$ cat config.mk
export PLATFORM = sky130hd
export DESIGN_NAME = apb_master_arbiter
export DESIGN_NICKNAME = d
export VERILOG_FILES = /design/src/rtl/apb_arb_pkg.sv /design/src/rtl/rr_arbiter.sv /design/src/rtl/apb_master_arbiter.sv
export SDC_FILE = /design/constraint.sdc
export NUM_CORES = 1
export LEC_CHECK = 0
export ABC_AREA = 1
export CORE_MARGIN = 10
export CORE_UTILIZATION = 39
export CTS_CLUSTER_DIAMETER = 40
export DETAILED_ROUTE_END_ITERATION = 10
export GPL_ROUTABILITY_DRIVEN = 1
export PLACE_DENSITY = 0.89
export SYNTH_ARGS = -nofsm -noshare
export SYNTH_HDL_FRONTEND = slang
export SYNTH_HIERARCHICAL = 1
export SYNTH_SLANG_ARGS = --single-unit
$ cat constraint.sdc
create_clock -name HCLK -period 2.9 [get_ports HCLK]
set_input_delay 0.87 -clock HCLK [delete_from_list [all_inputs] [get_ports HCLK]]
set_output_delay 0.87 -clock HCLK [all_outputs]
set_load 0.05 [all_outputs]
$ cat src/rtl/apb_arb_pkg.sv
// Shared definitions for the APB master arbiter.
//   state_t        : transfer sequencer states (IDLE -> SETUP -> ACCESS)
//   RESP_OKAY/ERR  : values driven on rsp_err
//   tmo_cnt_width  : width of the bus-timeout counter for a given TIMEOUT
package apb_arb_pkg;

  typedef enum logic [1:0] {
    ST_IDLE,
    ST_SETUP,
    ST_ACCESS
  } state_t;

  localparam logic RESP_OKAY = 1'b0;
  localparam logic RESP_ERR  = 1'b1;

  // The counter must be able to hold TIMEOUT itself. TIMEOUT=0 disables the
  // watchdog, but a 1-bit counter is still kept so the logic stays uniform.
  function automatic int tmo_cnt_width(input int timeout);
    int w;
    w = $clog2(timeout + 1);
    return (w < 1) ? 1 : w;
  endfunction

endpackage

$ cat src/rtl/rr_arbiter.sv
// Combinational round-robin picker.
//   req        : request vector, one bit per requester
//   last_grant : index of the previously granted requester
//   grant      : one-hot winner (all zero when no request)
//   idx        : binary index of the winner (0 when no request)
// The search starts at last_grant+1 and wraps modulo N, so the most recently
// served requester has the lowest priority.
module rr_arbiter #(
  parameter  int N  = 2,
  localparam int IW = (N > 1) ? $clog2(N) : 1
) (
  input  logic [N-1:0]  req,
  input  logic [IW-1:0] last_grant,
  output logic [N-1:0]  grant,
  output logic [IW-1:0] idx
);

  logic          found;
  logic [IW-1:0] cand;

  always_comb begin
    grant = '0;
    idx   = '0;
    found = 1'b0;
    cand  = '0;
    for (int k = 1; k <= N; k++) begin
      cand = IW'((int'(last_grant) + k) % N);
      if (!found && req[cand]) begin
        found       = 1'b1;
        grant[cand] = 1'b1;
        idx         = cand;
      end
    end
  end

endmodule

$ cat src/rtl/apb_master_arbiter.sv
// Shares one APB master port between NUM_REQ requesters.
//   HCLK, HRESETn      : clock, synchronous active-low reset
//   req_valid/write/addr/wdata : per-requester request (packed, requester i
//                        at [i*W +: W]); held until req_ready
//   req_ready          : one-hot accept pulse (combinational)
//   rsp_valid          : one-hot completion pulse (registered)
//   rsp_rdata, rsp_err : completion data / error, valid with rsp_valid
//   PSEL..PSLVERR      : APB master port
// Round-robin arbitration happens in IDLE and in the ACCESS completion cycle,
// so back-to-back transfers run at one per two cycles with PSEL held high.
// A watchdog completes an ACCESS with an error after TIMEOUT wait cycles.
module apb_master_arbiter
  import apb_arb_pkg::*;
#(
  parameter int NUM_REQ    = 2,
  parameter int ADDR_WIDTH = 32,
  parameter int DATA_WIDTH = 32,
  parameter int TIMEOUT    = 16
) (
  input  logic                            HCLK,
  input  logic                            HRESETn,
  input  logic [NUM_REQ-1:0]              req_valid,
  input  logic [NUM_REQ-1:0]              req_write,
  input  logic [NUM_REQ*ADDR_WIDTH-1:0]   req_addr,
  input  logic [NUM_REQ*DATA_WIDTH-1:0]   req_wdata,
  output logic [NUM_REQ-1:0]              req_ready,
  output logic [NUM_REQ-1:0]              rsp_valid,
  output logic [DATA_WIDTH-1:0]           rsp_rdata,
  output logic                            rsp_err,
  output logic                            PSEL,
  output logic                            PENABLE,
  output logic [ADDR_WIDTH-1:0]           PADDR,
  output logic                            PWRITE,
  output logic [DATA_WIDTH-1:0]           PWDATA,
  input  logic [DATA_WIDTH-1:0]           PRDATA,
  input  logic                            PREADY,
  input  logic                            PSLVERR
);

  localparam int IW = $clog2(NUM_REQ);
  localparam int CW = tmo_cnt_width(TIMEOUT);
  // Counter value during the last permitted wait cycle: the watchdog fires
  // when this cycle would push the count to TIMEOUT.
  localparam logic [CW-1:0] TMO_LAST = (TIMEOUT > 0) ? CW'(TIMEOUT - 1) : '0;

  state_t                state_reg, state_next;
  logic [IW-1:0]         last_grant_reg;
  logic [IW-1:0]         grant_idx_reg;
  logic [CW-1:0]         cnt_reg;
  logic [NUM_REQ-1:0]    win_grant;
  logic [IW-1:0]         win_idx;
  logic                  any_req;
  logic                  timeout_hit;
  logic                  complete;
  logic                  accept;

  logic [ADDR_WIDTH-1:0] addr_arr  [NUM_REQ];
  logic [DATA_WIDTH-1:0] wdata_arr [NUM_REQ];

  for (genvar gi = 0; gi < NUM_REQ; gi++) begin : g_unpack
    assign addr_arr[gi]  = req_addr[gi*ADDR_WIDTH +: ADDR_WIDTH];
    assign wdata_arr[gi] = req_wdata[gi*DATA_WIDTH +: DATA_WIDTH];
  end

  rr_arbiter #(
    .N(NUM_REQ)
  ) u_rr_arbiter (
    .req        (req_valid),
    .last_grant (last_grant_reg),
    .grant      (win_grant),
    .idx        (win_idx)
  );

  assign any_req     = |req_valid;
  assign timeout_hit = (TIMEOUT > 0) && (state_reg == ST_ACCESS) && !PREADY &&
                       (cnt_reg == TMO_LAST);
  assign complete    = (state_reg == ST_ACCESS) && (PREADY || timeout_hit);
  // Gated by reset so no accept pulse is shown while the edge will discard it.
  assign accept      = HRESETn && any_req &&
                       ((state_reg == ST_IDLE) || complete);
  assign req_ready   = accept ? win_grant : '0;

  assign PSEL    = (state_reg != ST_IDLE);
  assign PENABLE = (state_reg == ST_ACCESS);

  always_comb begin
    state_next = state_reg;
    case (state_reg)
      ST_IDLE:   if (any_req) state_next = ST_SETUP;
      ST_SETUP:  state_next = ST_ACCESS;
      ST_ACCESS: if (complete) state_next = any_req ? ST_SETUP : ST_IDLE;
      default:   state_next = ST_IDLE;
    endcase
  end

  always_ff @(posedge HCLK) begin
    if (!HRESETn) state_reg <= ST_IDLE;
    else          state_reg <= state_next;
  end

  always_ff @(posedge HCLK) begin
    if (!HRESETn) begin
      last_grant_reg <= IW'(NUM_REQ - 1);
      grant_idx_reg  <= '0;
      cnt_reg        <= '0;
      PADDR          <= '0;
      PWRITE         <= 1'b0;
      PWDATA         <= '0;
      rsp_valid      <= '0;
      rsp_rdata      <= '0;
      rsp_err        <= RESP_OKAY;
    end else begin
      rsp_valid <= '0;

      if (accept) begin
        PADDR          <= addr_arr[win_idx];
        PWRITE         <= req_write[win_idx];
        PWDATA         <= wdata_arr[win_idx];
        grant_idx_reg  <= win_idx;
        last_grant_reg <= win_idx;
      end

      if (state_reg == ST_SETUP) begin
        cnt_reg <= '0;
      end else if ((state_reg == ST_ACCESS) && !complete && (cnt_reg != '1)) begin
        cnt_reg <= cnt_reg + CW'(1);
      end

      // PWRITE still describes the completing transfer here; a same-cycle
      // accept only updates it at this edge.
      if (complete) begin
        rsp_valid <= {{(NUM_REQ-1){1'b0}}, 1'b1} << grant_idx_reg;
        rsp_rdata <= (PREADY && !PWRITE) ? PRDATA : '0;
        rsp_err   <= PREADY ? PSLVERR : RESP_ERR;
      end
    end
  end

endmodule

---- Word level (Yosys, flattened, before mapping) ----
Index checks and enable logic that the tools add are counted.
storage, ports and cells
  register bits after elaboration ......... 109
  word-level logic and storage cells ...... 80
  output and inout bits ................... 104
cells by class
  reductions and logical operators ........ 23
  bitwise operators ....................... 3
  equal/unequal tests ..................... 6
  mux-type cells .......................... 28
  shift-type cells ........................ 1
  $lt $le $gt $ge ......................... 6
  add/subtract/negate cells ............... 3
operator list
  operator                                                               number
  32-bit 2-to-1 mux                                                      7
  1-bit 2-to-1 mux                                                       13
  1-bit logical AND                                                      11
  2-bit 2-to-1 mux                                                       5
  1-bit by 2-bit < comparator with 1-bit output (second input constant)  3
  2-bit one-hot mux with 3 select lines                                  1
  5-bit by 1-bit adder with 5-bit output (second input constant)         1
  5-bit by 4-bit == test with 1-bit output (second input constant)       1
  5-bit != test (second input constant)                                  1
  1-bit zero test                                                        4
  2-bit AND reduction                                                    2
  2-bit OR reduction                                                     2
  1-bit adder (second input constant)                                    2
  1-bit demux with 1-bit select                                          2
  2-bit by 1-bit == test with 1-bit output (second input constant)       1
  2-bit == test (second input constant)                                  1
  1-bit greater-or-equal comparator (second input constant)              2
  2-bit greater-or-equal comparator (second input constant)              1
  2-bit zero test                                                        1
  1-bit logical OR                                                       2
  2-bit by 1-bit != test with 1-bit output (second input constant)       1
  2-bit != test (second input constant)                                  1
  1-bit inverter with 2-bit output                                       1
  2-bit OR                                                               1
  3 further kinds                                                        3

---- Depth between registers and ports, before layout ----
  depth in word-level cells ............... 11
  gate-level depth with buffers ........... 12
  mapped depth without buffers ............ 10

---- By module ----
The synthesis kept the hierarchy.
modules (own cells, without submodules)
  module              area an instance (um^2)  times used  seq. area each (um^2)  cells an instance
  apb_master_arbiter  4768.3                   1           2182.1                 711
  rr_arbiter          25.0                     1           0.0                    6

---- Worst setup path after synthesis ----
Ideal clock, no wire load.
  kind .................................... register -> output
  start point ............................. register cnt_reg[0]
  end point ............................... output port req_ready[0]
  data required time ...................... 2.030 ns
  stages on the path, launching flop included .. 11
  data arrival time ....................... 2.056 ns
  path slack .............................. -0.026 ns
  buffers on the path ..................... 2
  path through ............................ dfxtp_1 -> ha_1 -> nand2_1 -> nor2_1 -> ha_1 -> inv_1 -> nand3_4 -> nand2_4 -> buf_6 -> buf_6 -> nor2_1
on the way
  longest elaborated chain between the ends .. 7
RTL lines
  item                                      line                       text
  from (decl)                               apb_master_arbiter.sv:49   logic [CW-1:0] cnt_reg;
  from (signal assigned)                    apb_master_arbiter.sv:126  cnt_reg <= cnt_reg + CW'(1);
  5-bit by 4-bit == test with 1-bit output  apb_master_arbiter.sv:76   (cnt_reg == TMO_LAST);
  1-bit logical AND                         apb_master_arbiter.sv:75   assign timeout_hit = (TIMEOUT > 0) && (state_reg == ST_ACCESS) && !PREADY &&
  1-bit logical OR                          apb_master_arbiter.sv:77   assign complete = (state_reg == ST_ACCESS) && (PREADY || timeout_hit);
  1-bit logical AND                         apb_master_arbiter.sv:77
  1-bit logical OR                          apb_master_arbiter.sv:80   ((state_reg == ST_IDLE) || complete);
  1-bit logical AND                         apb_master_arbiter.sv:79   assign accept = HRESETn && any_req &&
  2-bit 2-to-1 mux                          apb_master_arbiter.sv:81   assign req_ready = accept ? win_grant : '0;
  to (decl)                                 apb_master_arbiter.sv:26   output logic [NUM_REQ-1:0] req_ready,
No other way between the ends.

---- Worst setup path in the final report ----
  start point ............................. input port req_valid[0]
  end point ............................... output port req_ready[0]
on the way
  longest elaborated chain between the ends .. 7
  elaborated cells between the ends (all ways) .. 14
RTL lines
  item                                                 line                      text
  from (decl)                                          apb_master_arbiter.sv:22  input logic [NUM_REQ-1:0] req_valid,
  1-bit 2-to-1 mux (implied by the code) (2 in a row)  rr_arbiter.sv:28          if (!found && req[cand]) begin
  1-bit 2-to-1 mux                                     rr_arbiter.sv:28
  1-bit zero test                                      rr_arbiter.sv:28
  1-bit logical AND                                    rr_arbiter.sv:28
  2-bit 2-to-1 mux                                     rr_arbiter.sv:28
  2-bit 2-to-1 mux (*)                                 apb_master_arbiter.sv:81
Every way passes the cells marked *; elsewhere a longest branch is shown, timed or not. The select of a mux whose other input is x is not followed.

==> key figures <==
Cells and area
  – Antenna cell count: 0
  – Layout area overhead: 66.1%
  – Layout cells sized above 1: 0.0513
  – Post-layout instance area: 7960 um^2
  – Nets: 1,140
  – Largest regs: PADDR x32, PWDATA x32, rsp_rdata x32

Route
  – Wire length per cell: 15.8 um
  – Final wirelength: 17.7 mm
  – TritonRoute pass-1 iters: 4
  – Via density: 4.81
  – Number of DRC markers in iteration 0: 409
  – Drt drc: 0
  – Total number of vias: 5,395
  – Routed Antenna Nets: 0

Synthesis
  – Ys async rst share: 0
  – Share of the synthesized area in the top cell type: 0.455
  – Synthesized area per cell: 6.69 um^2
  – Syn_nets: 888
  – Seq/Total Area, Yosys: 0.455
  – Most frequent cell after synthesis: nand2_1
  – Synthesized area: 4790 um^2
  – Yosys cell types: 21
  – Largest cells by area after synthesis: dfxtp_1, nand2_1, nor2_1
  – Ys Warns: 6
  – Post-synthesis cell count: 717
  – Ys flop type: dfxtp_1
  – Yosys top cell by area: dfxtp_1
  – Top post-synthesis cells by count: nand2_1, nor2_1, dfxtp_1
  – Number of synthesized register bits: 109
  – Number of synthesized flops with an enable pin: 0

Clock tree
  – # Post-CTS Setup Buffers: 0
  – Hold buffers post-CTS: 0
  – Clock latency on the worst-skew pair: 0.35 ns
  – CTS H-Tree Depth: 3
  – CTS tree: done
  – Sink Count: 109
  – Clock Path Buffers: 2
  – Num CTS Buffers: 9
  – Clock Tree Root: clkbuf_16
  – Clk pin slew, worst setup/hold paths: 0.08 ns

Critical path
  – Type of origin of the critical path: input port
  – Critical Path Max Stage Delay: 0.50 ns
  – CP Max Fanout: 3
  – Critical path's most frequent cell: nor2_2
  – Worst-path cell chain: clkdlybuf4s50_1, nor2_1, nor2_2, nand2_4, nor2_2, buf_12
  – Crit path arrival time: 1.98 ns
  – Critical path required time: 2.03 ns
  – CP max-delay cell: clkdlybuf4s50_1
  – Critical path class: in -> out
  – Crit end category: output port

Place
  – Post-place instance area: 7630 um^2
  – Routability-driven placement congestion ratio: 0.835
  – Detailed Place HPWL: 13.5 mm
  – IO buf count: 271

Timing
  – Finish-stage setup viols: 0
  – Slew headroom: 0.365
  – Slew of the pin with the lowest slew margin: 0.952 ns
  – Fin crit period: 2.85 ns
  – Clk_skew: 0.0116 ns
  – Tcrit/Tclk final: 0.984
  – Max Fclk: 351 MHz
  – Fin. Hold Viols: 0
  – Max-slew violations: 0

Global routing
  – Grt met1 use: 0.202
  – M3 GR Usage: 0.0790
  – Initial antenna violation count: 0
  – Busiest grt layer: met2
  – Pin count of the biggest net entering global routing: 102
  – Global-route usage over all layers: 0.197
  – GRT overflow: 0
  – Number of global-route vias before repair: 5,274
  – Met2 Use GR: 0.354
  – First-pass GRT wire length: 26.8 mm

Floorplan
  – Initial cell density of the core: 0.399
  – Die Height: 131 um
  – Cell Rows: 40
  – Die area: 17,100 um^2
  – # IOs: 272
  – Core area: 12,000 um^2
  – Die width: 131 um

Power
  – Total Power: 4.12 mW
  – Logic pwr share: 0.283
  – Peak supply drop: 0.000270 V
  – NetSw: 1.35 mW
  – Power Dens Cells: 517 nW/um^2
  – Switching Fraction: 0.326
  – Sequential group share of total power: 0.398
  – Int Power: 2.77 mW
  – Clock power share: 0.319
  – Leak Pwr: 3.34 nW

Min path
  – Worst hold path class: reg -> reg

Run status
  – Outcome: complete, no violations

Run
  – Max Cap Viol: 0
-- path summary, 6_finish.rpt --
path / startpoint / end / slack (ns) / depth (start not counted)
worst max-delay path: req_valid[0] / req_ready[0] / 0.05 / 6
worst min-delay path: grant_idx_reg / rsp_valid[0] / 0.44 / 1
worst max register to register: cnt_reg[0] / PADDR[20] / 0.62 / 11
worst min register to register: grant_idx_reg / rsp_valid[0] / 0.44 / 1
-- metal layers --
layer / vias to the layer above / part of all wire
met1: 2420 / 0.37
met3: 26 / 0.097
li1: 2759 / -
met2: 190 / 0.50
met4: 0 / 0.027
met5: - / 0
-- timing repair --
action | 4_1_cts | 5_1_grt
setup endpoints to repair | 1 | 2
pin swaps | 0 | 1
resized for setup | 1 | 2
-- critical path: cells and delay by family --
family,cells,cell delay [ns]
buffers and inverters,2,0.65
AND/OR/NAND/NOR,4,0.46
-- cell usage in the layout, fill, tap and decap left out, types with 10 or more instances in the layout --
cell | synthesis | routed
o21ai_0 | 88 | 88
nand2_1 | 251 | 251
o21ai_1 | 10 | 10
dfxtp_1 | 109 | 108
inv_1 | 15 | 14
clkdlybuf4s50_1 | 0 | 268
buf_4 | 0 | 15
nor2_1 | 138 | 135
nand3_1 | 35 | 35
-- power by group through the flow --
| stage | logic [mW] | registers, mW | clock network [mW] |
|---|---|---|---|
| CTS | 1.18 | 1.64 | 1.34 |
| detailed placement | 1.17 | 1.68 | 0 |
| global route | 1.26 | 1.65 | 1.40 |
| finish | 1.17 | 1.64 | 1.31 |
| global placement | 1.16 | 1.67 | 0 |
| floorplan | 0.347 | 1.98 | 0 |
-- metrics by stage --
step | hold WS (ns) | setup slack (ns) | cells | utilization | setup TNS (ns)
after floorplan | 0.413 | -0.0265 | 717 | - | -0.0530
after global placement | 0.425 | 0.0309 | 1105 | 0.636 | 0
after detailed placement | 0.435 | 0.00868 | 1105 | 0.636 | 0
after CTS | 0.450 | 0.0101 | 1121 | 0.663 | 0
after global routing | 0.465 | -0.0118 | 1121 | 0.663 | -0.0118
final | 0.443 | 0.0470 | 1121 | 0.663 | 0
-- cell families after synthesis --
kind of cell | after synthesis | synth area share
adders and majority gates | 3 | 0.00783
xor gates and xnor gates | 1 | 0.00183
AOI/OAI and AO/OA | 109 | 0.115
DFF | 109 | 0.455
and+or+nand+nor | 430 | 0.353
buffers and inverters | 65 | 0.0671
-- layout make-up --
| cell class | count | area (um^2) |
|---|---|---|
| fill | 1046 | 4050 |
| timing repair buffer | 289 | 2900 |
| clock buffer | 9 | 225 |
| tap | 147 | 184 |
| sequential | 109 | 2180 |
| clock inverter | 7 | 97.6 |
| multi-input combinational | 543 | 2310 |
| inverter | 17 | 63.8 |
Note: power is estimated with default switching activity, not from simulation.
